<file path="config.mk">
export PLATFORM = sky130hd
export DESIGN_NAME = poets_stream_arbiter
export DESIGN_NICKNAME = d
export VERILOG_FILES = /design/src/rtl/poets_stream_arbiter.sv
export SDC_FILE = /design/constraint.sdc
export NUM_CORES = 1
export LEC_CHECK = 0
export CORE_AREA = 2 2 90 92
export CTS_CLUSTER_SIZE = 16
export DETAILED_ROUTE_END_ITERATION = 10
export DIE_AREA = 0 0 92 94
export GPL_ROUTABILITY_DRIVEN = 0
export PLACE_DENSITY = 0.85
export SYNTH_ARGS = -nofsm -noshare
export SYNTH_HDL_FRONTEND = slang
export SYNTH_SLANG_ARGS = --single-unit
</file>
<file path="constraint.sdc">
create_clock -name clk_clk -period 3.94 [get_ports clk_clk]
set_input_delay 0.788 -clock clk_clk [delete_from_list [all_inputs] [get_ports clk_clk]]
set_output_delay 0.788 -clock clk_clk [all_outputs]
set_load 0.05 [all_outputs]
</file>
<file path="src/rtl/poets_stream_arbiter.sv">
`default_nettype none
// ============================================================================
// Module      : poets_stream_arbiter
// Description : Packet-locked round-robin merge of NUM_IN Avalon-ST requesters
//               onto one output stream; orphan beats are discarded while idle.
// Revision    : 1.0 - initial release
// ============================================================================
module poets_stream_arbiter #(
    parameter int NUM_IN  = 4,
    parameter int DATA_W  = 32,
    parameter int EMPTY_W = 2
) (
    input  logic                      clk_clk,
    input  logic                      reset_reset_n,
    input  logic [NUM_IN-1:0]         in_valid,
    input  logic [NUM_IN*DATA_W-1:0]  in_data,
    input  logic [NUM_IN-1:0]         in_startofpacket,
    input  logic [NUM_IN-1:0]         in_endofpacket,
    input  logic [NUM_IN*EMPTY_W-1:0] in_empty,
    output logic [NUM_IN-1:0]         in_ready,
    output logic                      stream_out_valid,
    output logic [DATA_W-1:0]         stream_out_data,
    output logic                      stream_out_startofpacket,
    output logic                      stream_out_endofpacket,
    output logic [EMPTY_W-1:0]        stream_out_empty,
    input  logic                      stream_out_ready,
    output logic [2:0]                grant,
    output logic                      busy,
    output logic [7:0]                drop_count,
    output logic [15:0]               pkt_count
);

    typedef enum logic [0:0] {
        ST_IDLE   = 1'b0,
        ST_LOCKED = 1'b1
    } state_t;

    localparam logic [2:0] C_LAST_RST = 3'(NUM_IN - 1);

    logic [1:0]         r_rst_sync;
    logic               w_rst_n;
    state_t             r_state;
    state_t             w_state_nxt;
    logic [2:0]         r_grant;
    logic [2:0]         r_last_grant;
    logic [2:0]         w_sel;
    logic               w_found;
    logic [NUM_IN-1:0]  w_eligible;
    logic [NUM_IN-1:0]  w_orphan;
    logic [3:0]         w_orphan_cnt;
    logic [8:0]         w_drop_sum;
    logic [7:0]         w_drop_sat;
    logic [7:0]         r_drop_count;
    logic [15:0]        r_pkt_count;
    logic               w_own_valid;
    logic               w_own_sop;
    logic               w_own_eop;
    logic [DATA_W-1:0]  w_own_data;
    logic [EMPTY_W-1:0] w_own_empty;
    logic               w_load_grant;
    logic               w_pkt_done;

    // Offset k (1..NUM_IN) past base, wrapped into 0..NUM_IN-1.
    function automatic logic [2:0] rr_index(input logic [2:0] base, input int k);
        int s;
        s = int'(base) + k;
        if (s >= NUM_IN) begin
            s = s - NUM_IN;
        end
        return 3'(s);
    endfunction

    // Assertion is immediate; release is held off by two clock edges.
    always_ff @(posedge clk_clk or negedge reset_reset_n) begin
        if (!reset_reset_n) begin
            r_rst_sync <= 2'b00;
        end else begin
            r_rst_sync <= {r_rst_sync[0], 1'b1};
        end
    end

    assign w_rst_n    = r_rst_sync[1];
    assign w_eligible = in_valid & in_startofpacket;
    assign w_orphan   = in_valid & ~in_startofpacket;

    // Descending offsets so the nearest eligible requester is written last and wins.
    always_comb begin
        w_found = 1'b0;
        w_sel   = r_last_grant;
        for (int k = NUM_IN; k >= 1; k--) begin
            for (int i = 0; i < NUM_IN; i++) begin
                if (w_eligible[i] && (rr_index(r_last_grant, k) == 3'(i))) begin
                    w_found = 1'b1;
                    w_sel   = 3'(i);
                end
            end
        end
    end

    always_comb begin
        w_own_valid = 1'b0;
        w_own_sop   = 1'b0;
        w_own_eop   = 1'b0;
        w_own_data  = '0;
        w_own_empty = '0;
        for (int i = 0; i < NUM_IN; i++) begin
            if (r_grant == 3'(i)) begin
                w_own_valid = in_valid[i];
                w_own_sop   = in_startofpacket[i];
                w_own_eop   = in_endofpacket[i];
                w_own_data  = in_data[i*DATA_W +: DATA_W];
                w_own_empty = in_empty[i*EMPTY_W +: EMPTY_W];
            end
        end
    end

    always_comb begin
        w_orphan_cnt = '0;
        for (int i = 0; i < NUM_IN; i++) begin
            w_orphan_cnt = w_orphan_cnt + 4'(w_orphan[i]);
        end
    end

    assign w_drop_sum = {1'b0, r_drop_count} + 9'(w_orphan_cnt);
    assign w_drop_sat = w_drop_sum[8] ? 8'hFF : w_drop_sum[7:0];

    always_comb begin
        w_state_nxt      = r_state;
        w_load_grant     = 1'b0;
        w_pkt_done       = 1'b0;
        in_ready         = '0;
        stream_out_valid = 1'b0;
        case (r_state)
            ST_IDLE: begin
                if (w_rst_n) begin
                    in_ready = w_orphan;
                end
                if (w_found) begin
                    w_state_nxt  = ST_LOCKED;
                    w_load_grant = 1'b1;
                end
            end
            ST_LOCKED: begin
                stream_out_valid = w_own_valid;
                for (int i = 0; i < NUM_IN; i++) begin
                    if (r_grant == 3'(i)) begin
                        in_ready[i] = stream_out_ready;
                    end
                end
                if (w_own_valid && stream_out_ready && w_own_eop) begin
                    w_state_nxt = ST_IDLE;
                    w_pkt_done  = 1'b1;
                end
            end
            default: begin
                w_state_nxt = ST_IDLE;
            end
        endcase
    end

    always_ff @(posedge clk_clk or negedge w_rst_n) begin
        if (!w_rst_n) begin
            r_state <= ST_IDLE;
        end else begin
            r_state <= w_state_nxt;
        end
    end

    always_ff @(posedge clk_clk or negedge w_rst_n) begin
        if (!w_rst_n) begin
            r_grant      <= 3'd0;
            r_last_grant <= C_LAST_RST;
            r_drop_count <= 8'd0;
            r_pkt_count  <= 16'd0;
        end else begin
            if (w_load_grant) begin
                r_grant      <= w_sel;
                r_last_grant <= w_sel;
            end
            if (r_state == ST_IDLE) begin
                r_drop_count <= w_drop_sat;
            end
            if (w_pkt_done) begin
                r_pkt_count <= r_pkt_count + 16'd1;
            end
        end
    end

    assign stream_out_data          = w_own_data;
    assign stream_out_startofpacket = w_own_sop;
    assign stream_out_endofpacket   = w_own_eop;
    assign stream_out_empty         = w_own_empty;
    assign grant                    = r_grant;
    assign busy                     = (r_state == ST_LOCKED);
    assign drop_count               = r_drop_count;
    assign pkt_count                = r_pkt_count;

endmodule
`default_nettype wire

</file>
Yosys cells after proc, flatten, opt, wreduce, memory -nomap -nowiden
Index checks and enable logic that the tools add are counted.
Storage, ports and cells
  flip-flop bits (word level): 33
  word-level logic and storage cells: 135
  output and inout port bits: 69
  bits of input ports: 151
Cells by class
  add/subtract/negate cells: 13
  bitwise logic cells: 4
  reduce and logical (&&, ||, !) cells: 23
  eq/ne operators: 15
  multiplexer cells: 70
  order comparisons: 4
Operators by type and width (count)
  $mux 32: 4
  $mux 3: 20
  $mux 1: 38
  $eq 3x2->1 const B: 10
  $logic_and 1x1->1: 18
  $add 16x1->16 const B: 1
  $ge 4x3->1 const B: 4
  $eq 3x1->1 const B: 5
  $logic_not 3->1: 5
  $sub 3x3->3 const B: 4
  $add 8x4->9: 1
  $add 3x2->4 const B: 2
  $and 4x4->4: 2
  $mux 2: 4
  $mux 8: 1
  $pmux 4 s2: 1
  $add 3x1->4: 1
  $add 3x1->4 const B: 1
  $add 3x3->4 const B: 1
  $mux 4: 1
  $not 4->4: 1
  $add 2x1->3: 1
  $add 1x1->2: 1
  $pmux 1 s2: 1
  $not 1->1: 1

Longest topological paths before layout
Gate-level depths: netlist of run 1.
  word-level depth: 23
  gate-level depth with buffers: 9

Worst setup path after synthesis of run 1
No wires, ideal clock.
  path type: register to output
  start: register r_grant[1] (netlist: grant[1])
  end: output port in_ready[2]
  path slack: 748 ps
  arrival: 2404 ps
  stages on the path, launching flop included: 6
  data required time: 3152 ps
  cells stage by stage: dfrtp_1 buf_2 buf_4 buf_2 inv_1 o21ai_0
Between the ends
  word-level cells in the longest chain between the ends: 3
Ends and longest elaborated chain
  start, declared: line 44  | logic [2:0] r_grant;
  start signal, assigned: line 177  | r_grant <= w_sel;
  $eq 3x2->1: line 146  | if (r_grant == 3'(i)) begin
  $mux 1: line 146
  $pmux 4 s2: line 133  | case (r_state)
  end, declared: line 20  | output logic [NUM_IN-1:0] in_ready,
No other way between the ends.

Final worst setup path of run 1
  start: input port in_valid[1]
  end: output port stream_out_valid
Between the ends
  word-level cells in the longest chain between the ends: 4
Ends and longest elaborated chain
  start, declared: line 15  | input logic [NUM_IN-1:0] in_valid,
  $mux 1 (3 in series): line 107  | if (r_grant == 3'(i)) begin
  $mux 1: line 133
  end, declared: line 21  | output logic stream_out_valid,
No other way between the ends.

==> results.ini, run 1 <==
[floorplanning]
design.portCount = 220
fp.dieArea_sq_mm = 0.008648
initial_utilization_pct = 34.10
placeableCoreArea_sq_mm = 0.007607
placementRows = 32
die_h_um = 94
width_of_the_die_um = 92

[synthesis]
warning_count_from_the_yosys_run = 0
synth-seq-cells = 31
synth_nets = 369
post_synthesis_cell_area_sq_mm = 0.002594
netlist.top_cell.by_area = sky130_fd_sc_hd__mux4_2
syn_area_per_cell_sq_um = 12.18
post_synth_num_cell_types = 41
synth.yosys.seq_area_share_pct = 30.00
number_of_cells_produced_by_synthesis = 213
synth_largest_type_area_fraction_pct = 31.26
ranking_of_synthesized_cells_by_area = sky130_fd_sc_hd__mux4_2, sky130_fd_sc_hd__dfrtp_1, sky130_fd_sc_hd__xnor2_1

[cts]
clk_latency_ns = 0.28
clkSinkCount = 31
post_cts_hold_buffer_count = 0
clockBufferDepth = 2
clock_tree.htree_level_count = 2
clock_tree.root_cell = sky130_fd_sc_hd__clkbuf_8
cts_inserted_buffers = 5
clkTransAtPathRegs_ns = 0.07
cts_tree = built
postCtsResizedCells = 0
postCtsSetupBuffers = 0

[final_layout]
postLayoutCoreUtil_pct = 64.88
area_delta_synth_final_pct = 90.30
drive_gt1_share_pct = 12.35
fin_area_sq_mm = 0.004936
nets = 584
mostFrequentLayoutCell = sky130_fd_sc_hd__clkdlybuf4s50_1
final_cells = 531
num_antenna_cells = 0
mostFrequentLayoutCells = sky130_fd_sc_hd__clkdlybuf4s50_1, sky130_fd_sc_hd__mux4_2, sky130_fd_sc_hd__dfrtp_1, sky130_fd_sc_hd__nand4_1, sky130_fd_sc_hd__xnor2_1

[routing]
avg_wl_per_cell_um = 21.89
first_pass_iters = 4
drt_first_iter_violations = 182
drcViolationCount = 0
count_of_nets_left_with_antenna_violations_after_detail_routing = 0
detail_route.wirelength_um = 11620
detail_route.vias_per_cell = 5.388
dr_total_vias = 2861

[global_route]
globalRouteTotalUtil_pct = 26.50
grt_start_max_net_pins = 30
met3_usage_pct = 7.464
grtUsageMet2_pct = 44.00
wire_length_of_the_first_global_routing_pass_um = 17160
number_of_global_route_vias_before_repair = 3004
grt_use_met1_pct = 32.99
number_of_antenna_violations_at_the_first_check_in_global_routing = 1
grt_overflow = 0
grt_busiest_layer = met2

[critical_path]
cp-start-kind = input port
path_cells = clkdlybuf4s50_1 -> mux2i_1 -> mux2i_1 -> and2_1 -> clkdlybuf4s50_1
signal_arrival_time_at_the_worst_endpoint_ns = 2.69
slowest_stage = sky130_fd_sc_hd__clkdlybuf4s50_1
timing.critical_path.slowest_cell_delay_ns = 0.82
timing.critical_path.required_ns = 3.15
worstSetupPathType = in2out
cp-end-kind = primary output
cp_max_fo = 6

[timing]
setup_violations = 0
final-hold-violation-count = 0
worst_slew_pin_slew_ns = 0.5881
final_max_slew_viol_count = 0
timing.clock.skew_ns = 0.01278
finalCriticalPeriod_ns = 3.480
max_clock_freq_mhz = 287.3
grt_setup_unrepaired = no
fin_hold_ws_ns = 0.2970
relSlewSlack_pct = 60.80
fin_tns_setup_ns = 0
layout_worst_path_cycle_share_pct = 88.34

[pwr]
p_int_mw = 1.593
pwr-share-clk_pct = 6.9
power_leakage_nw = 1.861
peakVddDrop_mv = 0.5437
combPwrFrac_pct = 76.5
power_switching_mw = 1.883
power.density_mw_per_mm2 = 704.3
register_share_of_total_power_pct = 16.6
netSwitchingFraction_pct = 54.17

[status]
outcome = finished, final reports clean

[place]
port_buffer_count = 218
placement.cell_area_sq_mm = 0.004851
place.detailed.hpwl_um = 9627
place.detailed.instances = 523

[hold_path]
timing.hold.worst.class = reg2async

[run]
drv_cap = 0

## through the flow
| step | power (mW) | worst slack, ns |
|---|---|---|
| after global placement | 3.202 | 0.3304 |
| after floorplan | 2.345 | 0.7485 |
| after CTS | 3.486 | 0.4817 |
| final | 3.477 | 0.4596 |
| after global routing | 3.615 | 0.3689 |
| after detailed placement | 3.227 | 0.2392 |
## cell type report
cell class,count,area [sq um]
fill,615,2671
timing repair buffer,222,2212
multi-input combinational,161,1704
sequential,31,780.7
tap,102,127.6
clock buffer,6,72.57
inverter,7,26.28
clock inverter,2,12.51
## worst max-delay path: cells and delay by family
kind | cells | cell delay, ns
muxes | 2 | 0.35
and+or+nand+nor | 1 | 0.13
buffers and inverters | 2 | 1.42
## logic make-up (layout without fill, tap and decap cells)
logic type / after synthesis / in the layout / synth area share, %
compound gates: 22 / 22 / 6.223
fa+ha+maj: 5 / 5 / 3.280
mux: 42 / 42 / 33.62
flops: 31 / 31 / 30.00
buf+inv: 21 / 237 / 4.293
xor+xnor: 17 / 17 / 5.740
other cells: 2 / 2 / 0.2895
simple gates: 73 / 73 / 16.55
## layer usage
layer / vias to the layer above / part of all wire (%)
met2: 166 / 49
met3: 30 / 8.5
met4: 2 / 3.6
met1: 1400 / 38
met5: - / 0.11
li1: 1263 / -
## Yosys cell counts
cell                        number
sky130_fd_sc_hd__nand2_1        11
sky130_fd_sc_hd__o211ai_1        1
sky130_fd_sc_hd__and4_1          2
sky130_fd_sc_hd__mux4_2         36
sky130_fd_sc_hd__nor2_1          6
sky130_fd_sc_hd__dfstp_2         2
sky130_fd_sc_hd__o22ai_4         1
sky130_fd_sc_hd__mux2i_1         5
sky130_fd_sc_hd__nor4_1          1
sky130_fd_sc_hd__fa_1            3
sky130_fd_sc_hd__ha_1            2
sky130_fd_sc_hd__nand4b_1        2
sky130_fd_sc_hd__o21a_1          4
sky130_fd_sc_hd__conb_1          2
sky130_fd_sc_hd__o21bai_1        1
sky130_fd_sc_hd__buf_1           1
sky130_fd_sc_hd__xor2_1          1
sky130_fd_sc_hd__a2bb2oi_1       1
sky130_fd_sc_hd__xnor2_1        16
sky130_fd_sc_hd__nand3_1         9
sky130_fd_sc_hd__a22oi_1         2
sky130_fd_sc_hd__a211oi_1        1
sky130_fd_sc_hd__and3b_1         2
sky130_fd_sc_hd__buf_4           8
sky130_fd_sc_hd__mux2_1          1
sky130_fd_sc_hd__nand3b_1        3
sky130_fd_sc_hd__o21ai_0         4
sky130_fd_sc_hd__nand4_1        16
sky130_fd_sc_hd__a21oi_1         4
sky130_fd_sc_hd__and4bb_2        1
sky130_fd_sc_hd__buf_2           2
sky130_fd_sc_hd__o2bb2ai_1       2
sky130_fd_sc_hd__a21boi_0        1
sky130_fd_sc_hd__clkbuf_1        3
sky130_fd_sc_hd__inv_1           7
sky130_fd_sc_hd__nor3_1          2
sky130_fd_sc_hd__and2_1          4
sky130_fd_sc_hd__nor2b_1         8
sky130_fd_sc_hd__dfrtp_1        29
sky130_fd_sc_hd__and3_1          5
sky130_fd_sc_hd__and4b_1         1
## registers in the layout, indices dropped and copies added, names as in the netlist
| register | cells |
|---|---|
| drop_count | 8 |
| busy | 1 |
| r_rst_sync | 2 |
| r_last_grant | 2 |
| grant | 2 |
| pkt_count | 16 |
## path summary, 6_finish.rpt
check / start / to / slack (ns) / cells past startpoint
min in group clk_clk: r_rst_sync[0] / r_rst_sync[1] / 0.35 / 0
max reg2reg: drop_count[0] / drop_count[1] / 1.33 / 8
min: r_rst_sync[1] / pkt_count[0] / 0.30 / 1
max in group asynchronous: reset_reset_n / r_rst_sync[1] / 3.16 / 1
min reg2reg: r_rst_sync[1] / pkt_count[0] / 0.30 / 1
max: in_valid[1] / stream_out_valid / 0.46 / 5
## power groups by stage
stage	clock, mW	combinational [mW]	sequential [mW]
2_1_floorplan	0	1.65	0.691
3_3_place_gp	0	2.63	0.572
3_5_place_dp	0	2.65	0.576
4_1_cts	0.249	2.66	0.575
5_1_grt	0.264	2.75	0.597
6_report	0.241	2.66	0.577
(Power assumes the default switching activity.)
==> run 2, diff against run 1 <==
- HOLD_SLACK_MARGIN: default -> 0.1
==> results of run 2 <==
The final DEF is identical to that of run 1; final timing and power are the same.
==> RTL change: new RTL, config.mk and constraints of run 1 <==
Reset style: synchronous (`reset_reset_n` and `w_rst_n`), changed in 3 clocked blocks.
--- a/src/rtl/poets_stream_arbiter.sv
+++ b/src/rtl/poets_stream_arbiter.sv
@@ -71,7 +71,7 @@
     endfunction
 
     // Assertion is immediate; release is held off by two clock edges.
-    always_ff @(posedge clk_clk or negedge reset_reset_n) begin
+    always_ff @(posedge clk_clk) begin
         if (!reset_reset_n) begin
             r_rst_sync <= 2'b00;
         end else begin
@@ -158,7 +158,7 @@
         endcase
     end
 
-    always_ff @(posedge clk_clk or negedge w_rst_n) begin
+    always_ff @(posedge clk_clk) begin
         if (!w_rst_n) begin
             r_state <= ST_IDLE;
         end else begin
@@ -166,7 +166,7 @@
         end
     end
 
-    always_ff @(posedge clk_clk or negedge w_rst_n) begin
+    always_ff @(posedge clk_clk) begin
         if (!w_rst_n) begin
             r_grant      <= 3'd0;
             r_last_grant <= C_LAST_RST;
Check against the original RTL: differs if reset_reset_n is asserted again (counterexample within 4 cycles, from zero or initial values and one cycle with reset_reset_n low); with reset_reset_n held inactive, the same outputs for 4 cycles.
==> RTL change against run 1 <==
  * Final cell count up 4.7%
  * Final area is 1.1% lower
  * Count of clock-buffer cells in the layout did not move
  * Clock skew fell by 0.0041 ns
  * Via count grew 5.7%
  * Wire length increased by 1.2%
  * Sequential cell count is the same
  * Worst setup slack improved by 0.018 ns
  * Global-route usage rose by 0.12 points
  * Synthesized area shrank 4.4%
Power is not compared: it rests on default switching activity, and its combinational part moved more than twofold at a synthesized area within 25%.
==> RTL change: results <==
group,metric,value,unit
global_routing,grt_max_degree,27,
drt,drt_iter0_drc,151,
min_path,min_path_type,"register to register",
logic_synthesis,syn_nets,394,
logic_synthesis,synthTopCellsByArea,"mux4_2 (33%), dfxtp_1 (25%), a21oi_1 (3.2%)",
logic_synthesis,ys_types,47,
run_status,status,"complete, no violations",
sta,worstMarginPinSlew,0.578,ns
cells_and_area,fin_util,64.1,%
logic_synthesis,seq_area_frac_synth,25.0,%
drt,routed_wl,11800,um
drt,vias,3025,
global_routing,grt_pass1_wl,17500,um
placed_design,place_area,4760,um^2
global_routing,track_usage,26.6,%
sta,skew,0.00870,ns
global_routing,grt_pass1_vias,3136,
logic_synthesis,synth_common_cells,"mux4_2 (36), dfxtp_1 (31), nor2_1 (18)",
critical_path,cp_slowest_stage_delay,0.87,ns
cells_and_area,num-nets-final,608,
cells_and_area,fill_cells,601,
critical_path,worstPathMaxFanout,4,
placed_design,dp_hpwl,9660,um
clock_tree,cts_setup_buffers,0,
logic_synthesis,ys_async_sr_fraction,0,%
logic_synthesis,synth_flop_cell,"dfxtp_1",
drt,dr.pass1.iters,5,
critical_path,crit_arrival,2.67,ns
==> RTL change: power groups by stage <==
stage	Sequential (mW)	Clock (mW)	Combinational [mW]
global placement	0.344	0	0.579
CTS	0.338	0.334	0.589
detailed placement	0.345	0	0.585
finish	0.338	0.328	0.589
global route	0.340	0.344	0.612
floorplan	0.345	0	0.308
==> RTL change: area by class of cell <==
| class | instances | area share [%] |
|---|---|---|
| timing repair buffer | 221 | 45.4 |
| multi-input combinational | 183 | 35.9 |
| sequential | 31 | 12.8 |
| tap | 102 | 2.62 |
| clock buffer | 6 | 1.69 |
| inverter | 10 | 0.769 |
| clock inverter | 2 | 0.718 |
| antenna | 1 | 0.0513 |
==> RTL change: stage by stage <==
stage | cells | setup WS (ns) | total power, mW
global route | 555 | 0.369 | 1.30
finish | 556 | 0.478 | 1.25
CTS | 555 | 0.505 | 1.26
detailed placement | 547 | 0.358 | 0.930
floorplan | 238 | 0.445 | 0.653
global placement | 547 | 0.443 | 0.923
==> RTL change: path summary, 6_finish.rpt <==
kind	slack (ns)	end	depth (start not counted)
min reg2reg	0.43	r_rst_sync[1]	1
max	0.48	in_ready[2]	5
min	0.43	r_rst_sync[1]	1
max reg2reg	1.44	drop_count[3]	8
==> RTL change: logic make-up (layout without fill, tap and decap cells) <==
kind of cell	after synthesis	in the layout	synth area share, %
muxes	42	42	35.2
DFF	31	31	25.0
and+or+nand+nor	79	79	16.5
AOI/OAI and AO/OA	45	45	11.7
adders and majority gates	5	5	3.43
other	1	2	0.151
xor gates and xnor gates	11	11	3.89
buffers and inverters	24	239	4.19
==> RTL change: metal layers <==
metal / track usage, % / routed length [um] / up-vias
met2: 45.3 / 5780 / 178
met1: 32.8 / 4530 / 1463
li1: - / - / 1357
met4: 7.09 / 257 / 0
met5: 0 / 0 / -
met3: 8.27 / 1190 / 27
